### config.mk
export PLATFORM = sky130hd
export DESIGN_NAME = dmem_arbiter
export DESIGN_NICKNAME = d
export VERILOG_FILES = /design/src/rtl/dmem_pkg.sv /design/src/rtl/dmem_starve_ctr.sv /design/src/rtl/dmem_arbiter.sv
export SDC_FILE = /design/constraint.sdc
export NUM_CORES = 1
export LEC_CHECK = 0
export CAP_MARGIN = 20
export CORE_AREA = 2 2 90 92
export DETAILED_ROUTE_END_ITERATION = 7
export DIE_AREA = 0 0 92 94
export GPL_ROUTABILITY_DRIVEN = 0
export HOLD_SLACK_MARGIN = 0.05
export PLACE_DENSITY = 0.67
export SETUP_SLACK_MARGIN = 0.05
export SYNTH_ARGS = -nofsm -noshare
export SYNTH_HDL_FRONTEND = slang
export SYNTH_SLANG_ARGS = --single-unit
export TNS_END_PERCENT = 30
### constraint.sdc
create_clock -name clk -period 1.3 [get_ports clk]
set_input_delay 0.26 -clock clk [delete_from_list [all_inputs] [get_ports clk]]
set_output_delay 0.26 -clock clk [all_outputs]
set_load 0.02 [all_outputs]
### src/rtl/dmem_pkg.sv
// dmem_pkg: shared types and default constants for the data-memory arbiter.
//   DMEM_ADDR_W / DMEM_DATA_W : default memory word address / data widths
//   DMEM_WAIT_LIMIT           : default anti-starvation threshold
//   WAIT_W / WAIT_MAX         : width and saturation value of the wait counter
//   owner_e                   : which requester issued a pending read
//   mem_req_t                 : one memory command at the default widths
package dmem_pkg;

  localparam int DMEM_ADDR_W     = 9;
  localparam int DMEM_DATA_W     = 32;
  localparam int DMEM_WAIT_LIMIT = 4;

  localparam int                WAIT_W   = 4;
  localparam logic [WAIT_W-1:0] WAIT_MAX = '1;

  typedef enum logic {
    OWN_CPU = 1'b0,
    OWN_DBG = 1'b1
  } owner_e;

  typedef struct packed {
    logic                   we;
    logic [DMEM_ADDR_W-1:0] addr;
    logic [DMEM_DATA_W-1:0] wdata;
  } mem_req_t;

endpackage

### src/rtl/dmem_starve_ctr.sv
// dmem_starve_ctr: counts consecutive cycles the debug master requested but
// was denied, saturating at WAIT_MAX, and flags when the count has reached
// WAIT_LIMIT so the arbiter lets debug win the next arbitration.
//   clk, reset : clock, synchronous active-high reset
//   dbg_req    : debug master is requesting this cycle
//   dbg_gnt    : debug master was granted this cycle
//   wait_cnt   : current denied-cycle count
//   starved    : wait_cnt >= WAIT_LIMIT
module dmem_starve_ctr
  import dmem_pkg::*;
#(
  parameter int WAIT_LIMIT = DMEM_WAIT_LIMIT
) (
  input  logic              clk,
  input  logic              reset,
  input  logic              dbg_req,
  input  logic              dbg_gnt,
  output logic [WAIT_W-1:0] wait_cnt,
  output logic              starved
);

  always_ff @(posedge clk) begin
    if (reset) begin
      wait_cnt <= '0;
    end else if (!dbg_req || dbg_gnt) begin
      wait_cnt <= '0;
    end else if (wait_cnt != WAIT_MAX) begin
      wait_cnt <= wait_cnt + 1'b1;
    end
  end

  assign starved = (wait_cnt >= WAIT_W'(WAIT_LIMIT));

endmodule

### src/rtl/dmem_arbiter.sv
// dmem_arbiter: shares the single-port data memory between the core
// load/store path and a debug/loader master. The core has priority, but a
// debug master denied WAIT_LIMIT consecutive cycles wins the next slot.
// Memory reads have one cycle of latency; a pending-read register remembers
// who issued the read so the data is returned only to that requester.
//   clk, reset          : clock, synchronous active-high reset
//   cpu_* / dbg_*       : requester ports (req/we/addr/wdata in,
//                         gnt/rvalid/rdata out, cpu_stall for the core)
//   mem_*               : memory command (wr/rd/addr/wr_data) and read data
module dmem_arbiter
  import dmem_pkg::*;
#(
  parameter int DATA_W     = DMEM_DATA_W,
  parameter int ADDR_W     = DMEM_ADDR_W,
  parameter int WAIT_LIMIT = DMEM_WAIT_LIMIT
) (
  input  logic              clk,
  input  logic              reset,
  input  logic              cpu_req,
  input  logic              cpu_we,
  input  logic [ADDR_W-1:0] cpu_addr,
  input  logic [DATA_W-1:0] cpu_wdata,
  output logic              cpu_gnt,
  output logic              cpu_stall,
  output logic              cpu_rvalid,
  output logic [DATA_W-1:0] cpu_rdata,
  input  logic              dbg_req,
  input  logic              dbg_we,
  input  logic [ADDR_W-1:0] dbg_addr,
  input  logic [DATA_W-1:0] dbg_wdata,
  output logic              dbg_gnt,
  output logic              dbg_rvalid,
  output logic [DATA_W-1:0] dbg_rdata,
  output logic              mem_wr,
  output logic              mem_rd,
  output logic [ADDR_W-1:0] mem_addr,
  output logic [DATA_W-1:0] mem_wr_data,
  input  logic [DATA_W-1:0] mem_rd_data
);

  // Same layout as mem_req_t, but sized by this instance's parameters.
  typedef struct packed {
    logic              we;
    logic [ADDR_W-1:0] addr;
    logic [DATA_W-1:0] wdata;
  } req_t;

  req_t              cpu_cmd;
  req_t              dbg_cmd;
  req_t              win_cmd;
  logic              cpu_win;
  logic              dbg_win;
  logic              any_win;
  logic              dbg_starved;
  logic [WAIT_W-1:0] wait_cnt;
  logic              pend_valid;
  owner_e            pend_owner;

  assign cpu_cmd = '{we: cpu_we, addr: cpu_addr, wdata: cpu_wdata};
  assign dbg_cmd = '{we: dbg_we, addr: dbg_addr, wdata: dbg_wdata};

  dmem_starve_ctr #(
    .WAIT_LIMIT(WAIT_LIMIT)
  ) u_starve (
    .clk     (clk),
    .reset   (reset),
    .dbg_req (dbg_req),
    .dbg_gnt (dbg_win),
    .wait_cnt(wait_cnt),
    .starved (dbg_starved)
  );

  // Debug wins when the core is idle or debug has been starved long enough.
  // Grants are held off while reset is asserted so the memory sees nothing.
  always_comb begin
    dbg_win = ~reset & dbg_req & (dbg_starved | ~cpu_req);
    cpu_win = ~reset & cpu_req & ~dbg_win;
    win_cmd = '0;
    if (dbg_win) begin
      win_cmd = dbg_cmd;
    end else if (cpu_win) begin
      win_cmd = cpu_cmd;
    end
  end

  assign any_win     = cpu_win | dbg_win;
  assign cpu_gnt     = cpu_win;
  assign dbg_gnt     = dbg_win;
  assign cpu_stall   = cpu_req & ~cpu_win;
  assign mem_wr      = any_win & win_cmd.we;
  assign mem_rd      = any_win & ~win_cmd.we;
  assign mem_addr    = win_cmd.addr;
  assign mem_wr_data = win_cmd.wdata;

  // Tag every granted read with its owner; the tag lives for exactly the
  // cycle in which the memory presents the data.
  always_ff @(posedge clk) begin
    if (reset) begin
      pend_valid <= 1'b0;
      pend_owner <= OWN_CPU;
    end else begin
      pend_valid <= mem_rd;
      if (mem_rd) begin
        pend_owner <= dbg_win ? OWN_DBG : OWN_CPU;
      end
    end
  end

  // Reset in the return cycle suppresses the response even though the
  // pending register only clears at the end of that cycle.
  assign cpu_rvalid = pend_valid & ~reset & (pend_owner == OWN_CPU);
  assign dbg_rvalid = pend_valid & ~reset & (pend_owner == OWN_DBG);
  assign cpu_rdata  = cpu_rvalid ? mem_rd_data : '0;
  assign dbg_rdata  = dbg_rvalid ? mem_rd_data : '0;

endmodule

# Yosys cells after proc, flatten, opt, wreduce, memory -nomap -nowiden
# Cells that the tools add are included.
# classes
addsub,1
order_cmp,1
n_eq_ne,1
n_mux,5
bitwise,18
reduce_logical,3
# op_table
cell,n
$mux 42,2
$mux 32,2
$and 1x1->1,10
$not 1->1,6
$add 4x1->4 const B,1
$ge 4x3->1 const B,1
$ne 4x4->1 const B,1
$or 1x1->1,2
$reduce_or 2->1,1
$logic_not 1->1,1
$logic_or 1x1->1,1
$mux 1,1
# word_totals
reg_bits,6
input_bits,120
out_inout_bits,112
wordCells,32

# Longest topological paths before layout
# logic_depth
word_depth,9
depth_mapped,5
ltp_nobuf,3

# Hierarchy
# A second synthesis with hierarchy kept.
# unflattened
cells_unflattened,157
area_unflattened_um2,1218.7
# modules_own_cells
module,n_inst,cells_each,area_per_inst_um2,seq_area_each_um2
dmem_arbiter,1,137,1037.2,40.0
dmem_starve_ctr,1,20,181.4,80.1

# Worst setup path before layout
# OpenSTA, ideal clock, no wires.
# synth_timing
path_type,register to output
startpoint,register u_starve.wait_cnt[3]
endpoint,output port mem_rd
arrival_ns,1.252
required_ns,1.040
slack_ns,-0.212
stages_incl_launch_ff,5
path_buffers,1
cell_sequence,dfxtp_1 > nor2_1 > a21oi_4 > buf_6 > mux2i_1
# synth_between
elab_chain_len,9
word_cells_on_any_way,10
classes_between,order compare: 1; mux: 2; bitwise: 7
# synth_rtl
element,line_no,text
start: declaration,dmem_starve_ctr.sv:18,"output logic [WAIT_W-1:0] wait_cnt,"
start signal: assignment,dmem_starve_ctr.sv:28,wait_cnt <= wait_cnt + 1'b1;
$ge 4x3->1 (*),dmem_starve_ctr.sv:32,assign starved = (wait_cnt >= WAIT_W'(WAIT_LIMIT));
$or 1x1->1 (*),dmem_arbiter.sv:76,dbg_win = ~reset & dbg_req & (dbg_starved | ~cpu_req);
$and 1x1->1 (*),dmem_arbiter.sv:76,
named net dbg_gnt,dmem_arbiter.sv:31,"output logic dbg_gnt,"
$not 1->1,dmem_arbiter.sv:77,cpu_win = ~reset & cpu_req & ~dbg_win;
$and 1x1->1,dmem_arbiter.sv:77,
$mux 42,dmem_arbiter.sv:81,end else if (cpu_win) begin
$mux 42,dmem_arbiter.sv:79,if (dbg_win) begin
$not 1->1,dmem_arbiter.sv:91,assign mem_rd = any_win & ~win_cmd.we;
$and 1x1->1 (*),dmem_arbiter.sv:91,
end: declaration,dmem_arbiter.sv:35,"output logic mem_rd,"
# The timed path passes the listed nets; every way through them passes the cells marked *.

# Worst setup path after layout
# layout_timing
startpoint,register u_starve.wait_cnt[3]
endpoint,output port mem_wr_data[16]
# layout_between
elab_chain_len,7
# layout_rtl
element,line_no,text
$ge 4x3->1 (*),dmem_starve_ctr.sv:32,
$or 1x1->1 (*),dmem_arbiter.sv:76,
$and 1x1->1 (*),dmem_arbiter.sv:76,
$not 1->1,dmem_arbiter.sv:77,
$and 1x1->1,dmem_arbiter.sv:77,
$mux 42,dmem_arbiter.sv:81,
$mux 42 (*),dmem_arbiter.sv:79,
end: declaration,dmem_arbiter.sv:37,"output logic [DATA_W-1:0] mem_wr_data,"
# Every way passes the cells marked *; elsewhere a longest branch is shown, timed or not.

==> impl_results.md <==
- Critical Path RT: ~1.0 ns
- Max_cap viols: 0
- Type of origin of the critical path: register
- CTS tree: yes
- Placed cell areas: ~4000 um2
- # rows: 32
- Final-report max-slew violation count: 0
- Post-route ant nets: 0
- Mean instance size in the synthesized netlist: 7.90 um2
- Gr usage total: 16.4%
- Non-filler cells in the finished layout: roughly 510
- Die width: 92 um
- Most used cell along the critical path: buf_6
- Slowest cell on the critical path: dfxtp_4
- Sw Pwr: 550 uW
- Max frequency: 584 MHz
- Crit path DAT: 1.45 ns
- Crit-path cells: nor2_4, a21oi_4, buf_6, clkbuf_16, a22o_4, buf_6
- Initial Util: about 16%
- Yosys top cell area share: 35.4%
- CP max stage delay: 0.35 ns
- Clock buffer depth: 2
- Netlist cell types: 23
- # DRC: 0
- Leakage power: 0.00202 uW
- # diodes: 0
- Worst-path clk slew: 0.03 ns
- #FFs+latches synth: 6
- Pwr/cell area: between 300 and 400 nW/um2
- Fin crit share: 132%
- Hold Fails Final Rpt: 0
- Final #Nets: ~530
- Delay-heaviest family, CP: buffers and inverters
- Worst setup EP type: output pin
- Worst vdd ir: ~240 uV
- Setup Skew: 0.00355 ns
- Via-per-instance ratio: 4.34
- Fin worst setup slack: -0.414 ns
- Root Driver: clkbuf_8
- Clock Power Share: 15.2%
- Core ar.: 7610 um2
- Post-synthesis sequential area ratio: 10.1%
- Yosys warnings: 0
- Status: complete, but fails checks
- Pint: 1190 uW
- Depth of the CTS H-tree: 1
- Hold Crit Class: reg2reg
- DRT iter0 DRCs: 26
- Crit path max fanout: 7
- Antenna violations before repair: 0
- Syn Nets: 271
- DR WL/cell: ~16 um
- Dpl hpwl: ~6000 um
- Num CTS Buffers: 3
- Vias after detailed routing: 2,198
- Global route total overflow: 0
- Mapped Cells: 150
- # IOs: between 200 and 250
- Largest net degree at the start of global routing: 34
- Post-Syn Area: 1180 um2
- Most frequent cells in the layout: clkdlybuf4s50_1, buf_6, and2_1, buf_4, a22o_1
- Setup violators final: 112
- RSZ-0062 raised after global routing: true
- Sequential power share: 11.4%
- Worst-skew pair later-pin latency: 0.22 ns
- Number of global-route vias before repair: 2,342
- WS Path Type: reg2out
- Routed WL: 7880 um
- P&R area growth vs syn: 269%
- Area leader, netlist: and2_1
- Die ar.: 8650 um2
- Die height: 94 um
- Fraction of layout cells with a size suffix above 1: 50.4%
- Fin crit period: 1.71 ns
- Buf+Inv Stages, Crit Path: 3
- Port Buf Inserts: 231
- Synth top area cells: and2_1, a22o_1, dfxtp_1
- Final Instance Area: 4370 um2
- First-pass detailed-route iteration total: 4
- Clock sink total: 6
- Commonest non-fill, non-tap cell in the layout: clkdlybuf4s50_1
- Switching Share: around a third
- R2r setup slk: 0.13 ns
- Failing checks: setup timing
- Comb power frac: 73.4%
- First-pass GRT wire length: approximately 11,000 um
- Placed Cells: 490
worst reg2reg max path: stages, from the launching register on:
cell and delay [ns]:
dfxtp_2 0.37, nor2_4 0.05, a21oi_4 0.22, buf_6 0.17, buf_4 0.12, mux2i_1 0.16
cell usage after synthesis:
master    count
and2_1       67
a22o_1       41
buf_6         6
dfxtp_1       6
clkbuf_1      4
buf_4         3
mux2i_1       3
and3_1        2
buf_2         2
inv_1         2
nor2b_1       2
a21oi_4       1
a32o_1        1
conb_1        1
ha_1          1
nand2_1       1
nand2b_1      1
nand2b_4      1
nand3b_1      1
nor2_1        1
nor2b_4       1
nor3b_2       1
o21ai_1       1
what timing repair did:
action	CTS	global route
cloned	4	2
endpoints found under the setup margin	117	112
pin swaps	12	42
hold buffers	0	0
resized for setup	618	85
setup buffers	7	1
worst paths after layout:
check,start,to,cells past startpoint
hold reg to reg,u_starve.wait_cnt[0],u_starve.wait_cnt[0],1
setup / recovery,u_starve.wait_cnt[3],mem_wr_data[16],6
setup reg to reg,u_starve.wait_cnt[2],pend_valid,5
hold / removal,u_starve.wait_cnt[0],u_starve.wait_cnt[0],1
logic make-up (layout without fill, tap and decap cells):
| logic type | count (synthesis) | after routing | share of synthesized area (%) |
|---|---|---|---|
| AO/OA/AOI/OAI | 44 | 44 | 32.9 |
| adder cells (fa/ha/maj) | 1 | 1 | 1.06 |
| buffers and inverters | 17 | 271 | 10.3 |
| flip-flops | 6 | 6 | 10.1 |
| multiplexers | 3 | 3 | 2.53 |
| other | 1 | 1 | 0.316 |
| AND/OR/NAND/NOR | 78 | 79 | 42.7 |
layout make-up:
class / instances / area, um2
Clock buffer: 3 / 41.3
Fill cell: 653 / 3240
Inverter: 2 / 7.51
Multi-Input combinational cell: 128 / 1220
Sequential cell: 6 / 128
Tap cell: 102 / 128
Timing Repair Buffer: 266 / 2840
registers in the layout, indices dropped and copies added, names as in the netlist:
signal / flops
u_starve.wait_cnt: 4
pend_valid: 1
pend_owner: 1
through the flow:
step / TNS [ns] / total power, uW / worst slack, ns / hold slack, ns / utilization (%)
floorplan: -1.40 / 638 / -0.0674 / 0.358 / -
global placement: -118.37 / 1340 / -1.16 / 0.407 / 51.6
detailed placement: -117.73 / 1340 / -1.15 / 0.420 / 51.6
CTS: -32.28 / 1650 / -0.427 / 0.426 / 53.7
global route: -35.87 / 1830 / -0.455 / 0.449 / 57.4
finish: -29.48 / 1740 / -0.414 / 0.422 / 57.4
power by group through the flow:
stage / Combinational [uW] / Sequential (uW) / Clock (uW)
finish: 1280 / 199 / 266
global route: 1340 / 199 / 290
CTS: 1180 / 199 / 275
detailed placement: 1140 / 200 / 0
global placement: 1140 / 199 / 0
floorplan: 440 / 199 / 0
metal layers:
metal  up-vias  global-route usage (%)  wire, um
met5         -                       0         0
met4         0                    4.23       103
met3         6                    5.78       889
met2       144                    30.8      4070
met1      1004                    17.5      2820
li1       1044                       -         -
Power figures use the tool's default switching activity.
==> RTL edit 1, RTL diff (config.mk and constraints unchanged) <==
Set the package constant `DMEM_DATA_W` to 16 (it was 32).
--- a/src/rtl/dmem_pkg.sv
+++ b/src/rtl/dmem_pkg.sv
@@ -7,7 +7,7 @@
 package dmem_pkg;
 
   localparam int DMEM_ADDR_W     = 9;
-  localparam int DMEM_DATA_W     = 32;
+  localparam int DMEM_DATA_W     = 16;
   localparam int DMEM_WAIT_LIMIT = 4;
 
   localparam int                WAIT_W   = 4;
Ports: changed (6 resized); port bits go from 232 to 136. No check against the original RTL was run, so the function may have changed too.
==> RTL edit 1 against the unedited design <==
  * The flow still finishes with violations (negative setup slack)
  * Via count decreased by 41%
  * Register-to-register slack got worse by 0.28 ns
  * Clock skew is essentially flat
  * Synthesized area down 34%
  * Setup slack gained 0.029 ns
  * Wire length is 36% lower
  * Critical path depth is the same
  * Total power fell by 24%
  * Sequential cell count stayed put
  * Cell area fell by 33%
==> RTL edit 1: results (changes against the unedited design) <==
vias in the first global route 1361 (-42%); ratio of cells with drive above 1 in the final layout 0.552 (+0.0483); synth unique cells 21 (-8.7%); Non-Filler Instances 352 (-31%); Post-Syn Nets 169 (-38%); Setup Skew 0.00308 ns (-0.000466 ns); Max Fanout on Critical Path 5 (-2); top layer used by detailed routing met3; Met3 Routed Length 133 microns (-85%); met1 global-route usage 0.120 (-0.0550); endpoints failing setup 65 (-42%); Avg Vias per Cell 3.67 (-15%); # placed instances 338 (-31%); top cells by area, synth a22o_1 28%, and2_1 28%, dfxtp_1 15%; M3 GR Usage 0.0112 (-0.0465); Min Hold Slack 0.425 ns (+0.00279 ns); CP max stage cell dfxtp_2; Fill cells 770 (+18%); fin worst setup slack -0.385 ns (+0.0289 ns); cell count after synthesis 96 (-36%); depth of the worst register-to-register path 8 (+3); n_diodes 0 (unchanged); DRT iter0 DRCs 5 (-81%); failing checks negative setup slack; GRT met2 Usage 0.222 (-0.0852); WP data arrival 1.42 ns (-0.03 ns); leakage power 1.32 nW (-35%); Post-synth top cells 35 x and2_1, 25 x a22o_1, 6 x dfxtp_1, 4 x buf_2, 4 x buf_6; port bufs 135 (-42%); combinational gate power 847 uW (-34%); outcome finished with violations; FF-to-FF setup slack -0.15 ns (-0.28 ns); worst vdd ir 964 uV (+300%); register area share after synthesis 0.154 (+0.0530); Metal-1 WL 1910 microns (-32%); worst reg2reg path endpoint pend_owner; largest net degree at the start of global routing 18 (-47%); first-pass GRT wire length 7350 microns (-35%); Pint 924 uW (-23%); Hold WC Path Type reg -> reg; nets@finish 325 (-38%)
-- RTL edit 1: what timing repair did --
action / 4_1_cts / 5_1_grt
pin swaps: 34 / 7
buffers inserted: 6 / 1
gates cloned: 5 / 1
setup endpoints to repair: 69 / 66
gates resized for setup: 404 / 12
-- RTL edit 1: worst max-delay path by stage --
stage | start | end | cells after the start
floorplan | cpu_req | mem_addr[0] | 5
global placement | cpu_req | mem_wr_data[0] | 6
detailed placement | cpu_req | mem_wr_data[0] | 6
CTS | u_starve.wait_cnt[2] | mem_addr[8] | 6
global route | u_starve.wait_cnt[2] | mem_wr_data[3] | 6
finish | u_starve.wait_cnt[2] | mem_wr_data[0] | 6
-- RTL edit 1: worst max-delay path: cells and delay by family (launching register included) --
family,cells,cell delay [ns]
simple gates,1,0.23
flops,1,0.33
compound gates,2,0.27
buf+inv,3,0.38
-- RTL edit 1: cell type report --
cell class                 instances  area share
clock buffer                       3      0.0142
inverter                           2     0.00258
multi-input combinational         79       0.292
sequential                         6      0.0438
tap                              102      0.0438
timing repair buffer             160       0.604
-- RTL edit 1: metrics by stage --
stage	power [mW]	setup TNS [ns]	setup WS [ns]	area [sq um]
2_1_floorplan	0.507	0	0.00838	1030
3_3_place_gp	0.940	-63.76	-1.06	2580
3_5_place_dp	0.947	-64.60	-1.06	2580
4_1_cts	1.32	-17.07	-0.399	2850
5_1_grt	1.39	-19.70	-0.461	2910
6_report	1.32	-15.83	-0.385	2910
-- RTL edit 1: logic make-up after synthesis --
family          after synthesis  synth area share
fa+ha+maj                     1            0.0161
buf+inv                      11             0.103
mux                           3            0.0386
flops                         6             0.154
compound gates               28             0.307
other cells                   1           0.00482
simple gates                 46             0.376
==> RTL edit 2, RTL diff (same settings) <==
Made on the original files. Make the reset (`reset`) asynchronous in 2 clocked blocks. Comments in the files are not updated.
--- a/src/rtl/dmem_starve_ctr.sv
+++ b/src/rtl/dmem_starve_ctr.sv
@@ -19,7 +19,7 @@
   output logic              starved
 );
 
-  always_ff @(posedge clk) begin
+  always_ff @(posedge clk or posedge reset) begin
     if (reset) begin
       wait_cnt <= '0;
     end else if (!dbg_req || dbg_gnt) begin
--- a/src/rtl/dmem_arbiter.sv
+++ b/src/rtl/dmem_arbiter.sv
@@ -94,7 +94,7 @@
 
   // Tag every granted read with its owner; the tag lives for exactly the
   // cycle in which the memory presents the data.
-  always_ff @(posedge clk) begin
+  always_ff @(posedge clk or posedge reset) begin
     if (reset) begin
       pend_valid <= 1'b0;
       pend_owner <= OWN_CPU;
Check against the original RTL: no difference found for any inputs over 10 cycles, from zero or initial values and one cycle with reset high; that may be too few to reach the edited logic, so the function may still have changed.
==> RTL edit 2 against the unedited design <==
  * The run still ends with negative setup slack left
  * Sequential cell count unchanged
  * Global-route usage is 1.8 points higher
  * Setup slack got worse by 0.25 ns
  * Cell area increased by 1.5%
  * Synthesized cell count up 4.0%
  * Maximum frequency down 13%
  * Total power up 4.2%
  * Clock power increased by 11%
  * Non-clock buffer count shrank 6
  * Sequential power increased by 9%
  * Critical path depth did not move
  * Via count is 0.27% higher
  * Synthesized area rose by 4.1%
  * Wire length increased by 12%
  * Critical path type unchanged
  * Critical endpoint is now mem_wr_data[20]
  * Largest power group unchanged
==> RTL edit 2: results (changes against the unedited design) <==
Setup Skew 0.00848 ns (+0.00494 ns); DP Area 0.00396 sq mm (+0.70%); top cells by area, synth and2_1 32%, a22o_1 31%, dfrtp_1 12%; FF-to-FF setup slack -0.13 ns (-0.26 ns); worst vdd ir 318 uV (+30%); worst reg2reg path endpoint pend_valid; Max Fanout on Critical Path 5 (-2); Min Hold Slack 0.0839 ns (-0.338 ns); routed wire length 8830 microns (+12%); register area share after synthesis 0.122 (+0.0203); worst slack at placement -1.18 ns (-0.0307 ns); Synth async-reset ratio 1.00 (+1.00); Post-synth top cells 64 x and2_1, 43 x a22o_1, 8 x buf_6, 6 x clkbuf_1, 6 x dfrtp_1; endpoints failing setup 117 (+4.5%); vias 2204 (+0.27%); first-pass GRT wire length 12400 microns (+8.6%); DRT iter0 DRCs 41 (+58%); launch point of the worst path u_starve.wait_cnt[3]; Avg Vias per Cell 4.36 (+0.47%); synth unique cells 24 (+4.3%); Reg area 151 sq um (+19%); outcome finished with violations; Fill cells 647 (-0.92%); DP HPWL 6420 microns (+7.0%); leakage power 2.02 nW (-0.24%); syn avg cell area 7.91 sq um (+0.11%); WP data arrival 1.71 ns (+0.26 ns); Setup TNS -50.31 ns (-20.83 ns); Post-Syn Nets 277 (+2.2%); failing checks negative setup slack; fin worst setup slack -0.667 ns (-0.253 ns); nets@finish 527 (-0.19%); Hold WC Path Type in -> async; Num CTS Buffers 3 (unchanged); Most used DFF post-synth dfrtp_1; worst stage delay on the critical path 0.44 ns (+0.09 ns); Total GRT Usage 0.182 (+0.0177); Worst Setup EP mem_wr_data[20]; CP max stage cell dfrtp_2
[RTL edit 2: changes by cell type in the layout (fill, tap and decap cells not counted), moves of 8 or more]
cell,delta
buf_6,-8
clkdlybuf4s15_2,+15
and2_4,-9
buf_4,-16
[RTL edit 2: cell type report]
| cell class | instances | area share |
|---|---|---|
| inverter | 2 | 0.00169 |
| timing repair buffer | 260 | 0.644 |
| tap | 102 | 0.0288 |
| multi-input combinational | 133 | 0.282 |
| sequential | 6 | 0.0341 |
| clock buffer | 3 | 0.00931 |
[RTL edit 2: kinds of logic after synthesis]
group,share of synthesized area
simple gates,0.419
fa+ha+maj,0.0101
mux,0.0162
compound gates,0.325
flops,0.122
xor+xnor,0.00710
buf+inv,0.101
[RTL edit 2: power by group through the flow]
stage               clock network, mW  logic [mW]  registers, mW
global route                    0.319        1.37          0.218
CTS                             0.290        1.23          0.215
detailed placement                  0        1.16          0.215
global placement                    0        1.15          0.214
finish                          0.296        1.30          0.216
floorplan                           0       0.451          0.213
[RTL edit 2: repair_timing]
item,CTS,global route
setup buffers,5,0
resized for setup,620,34
hold endpoints to repair,0,0
setup endpoints to repair,118,118
gates cloned,3,5
pin swaps,11,25
[RTL edit 2: layer usage]
| layer | part of all wire | global-route usage | wire length, microns |
|---|---|---|---|
| met5 | 0 | 0 | 0 |
| met4 | 0.0061 | 0.0236 | 54 |
| met3 | 0.073 | 0.0441 | 645 |
| met2 | 0.52 | 0.333 | 4560 |
| met1 | 0.40 | 0.221 | 3570 |
[RTL edit 2: worst max-delay path, delay by kind of cell (launching register included)]
| family | cells | cell delay (ns) |
|---|---|---|
| AO/OA/AOI/OAI | 1 | 0.24 |
| AND/OR/NAND/NOR | 2 | 0.34 |
| flip-flops | 1 | 0.44 |
| buffers and inverters | 3 | 0.44 |
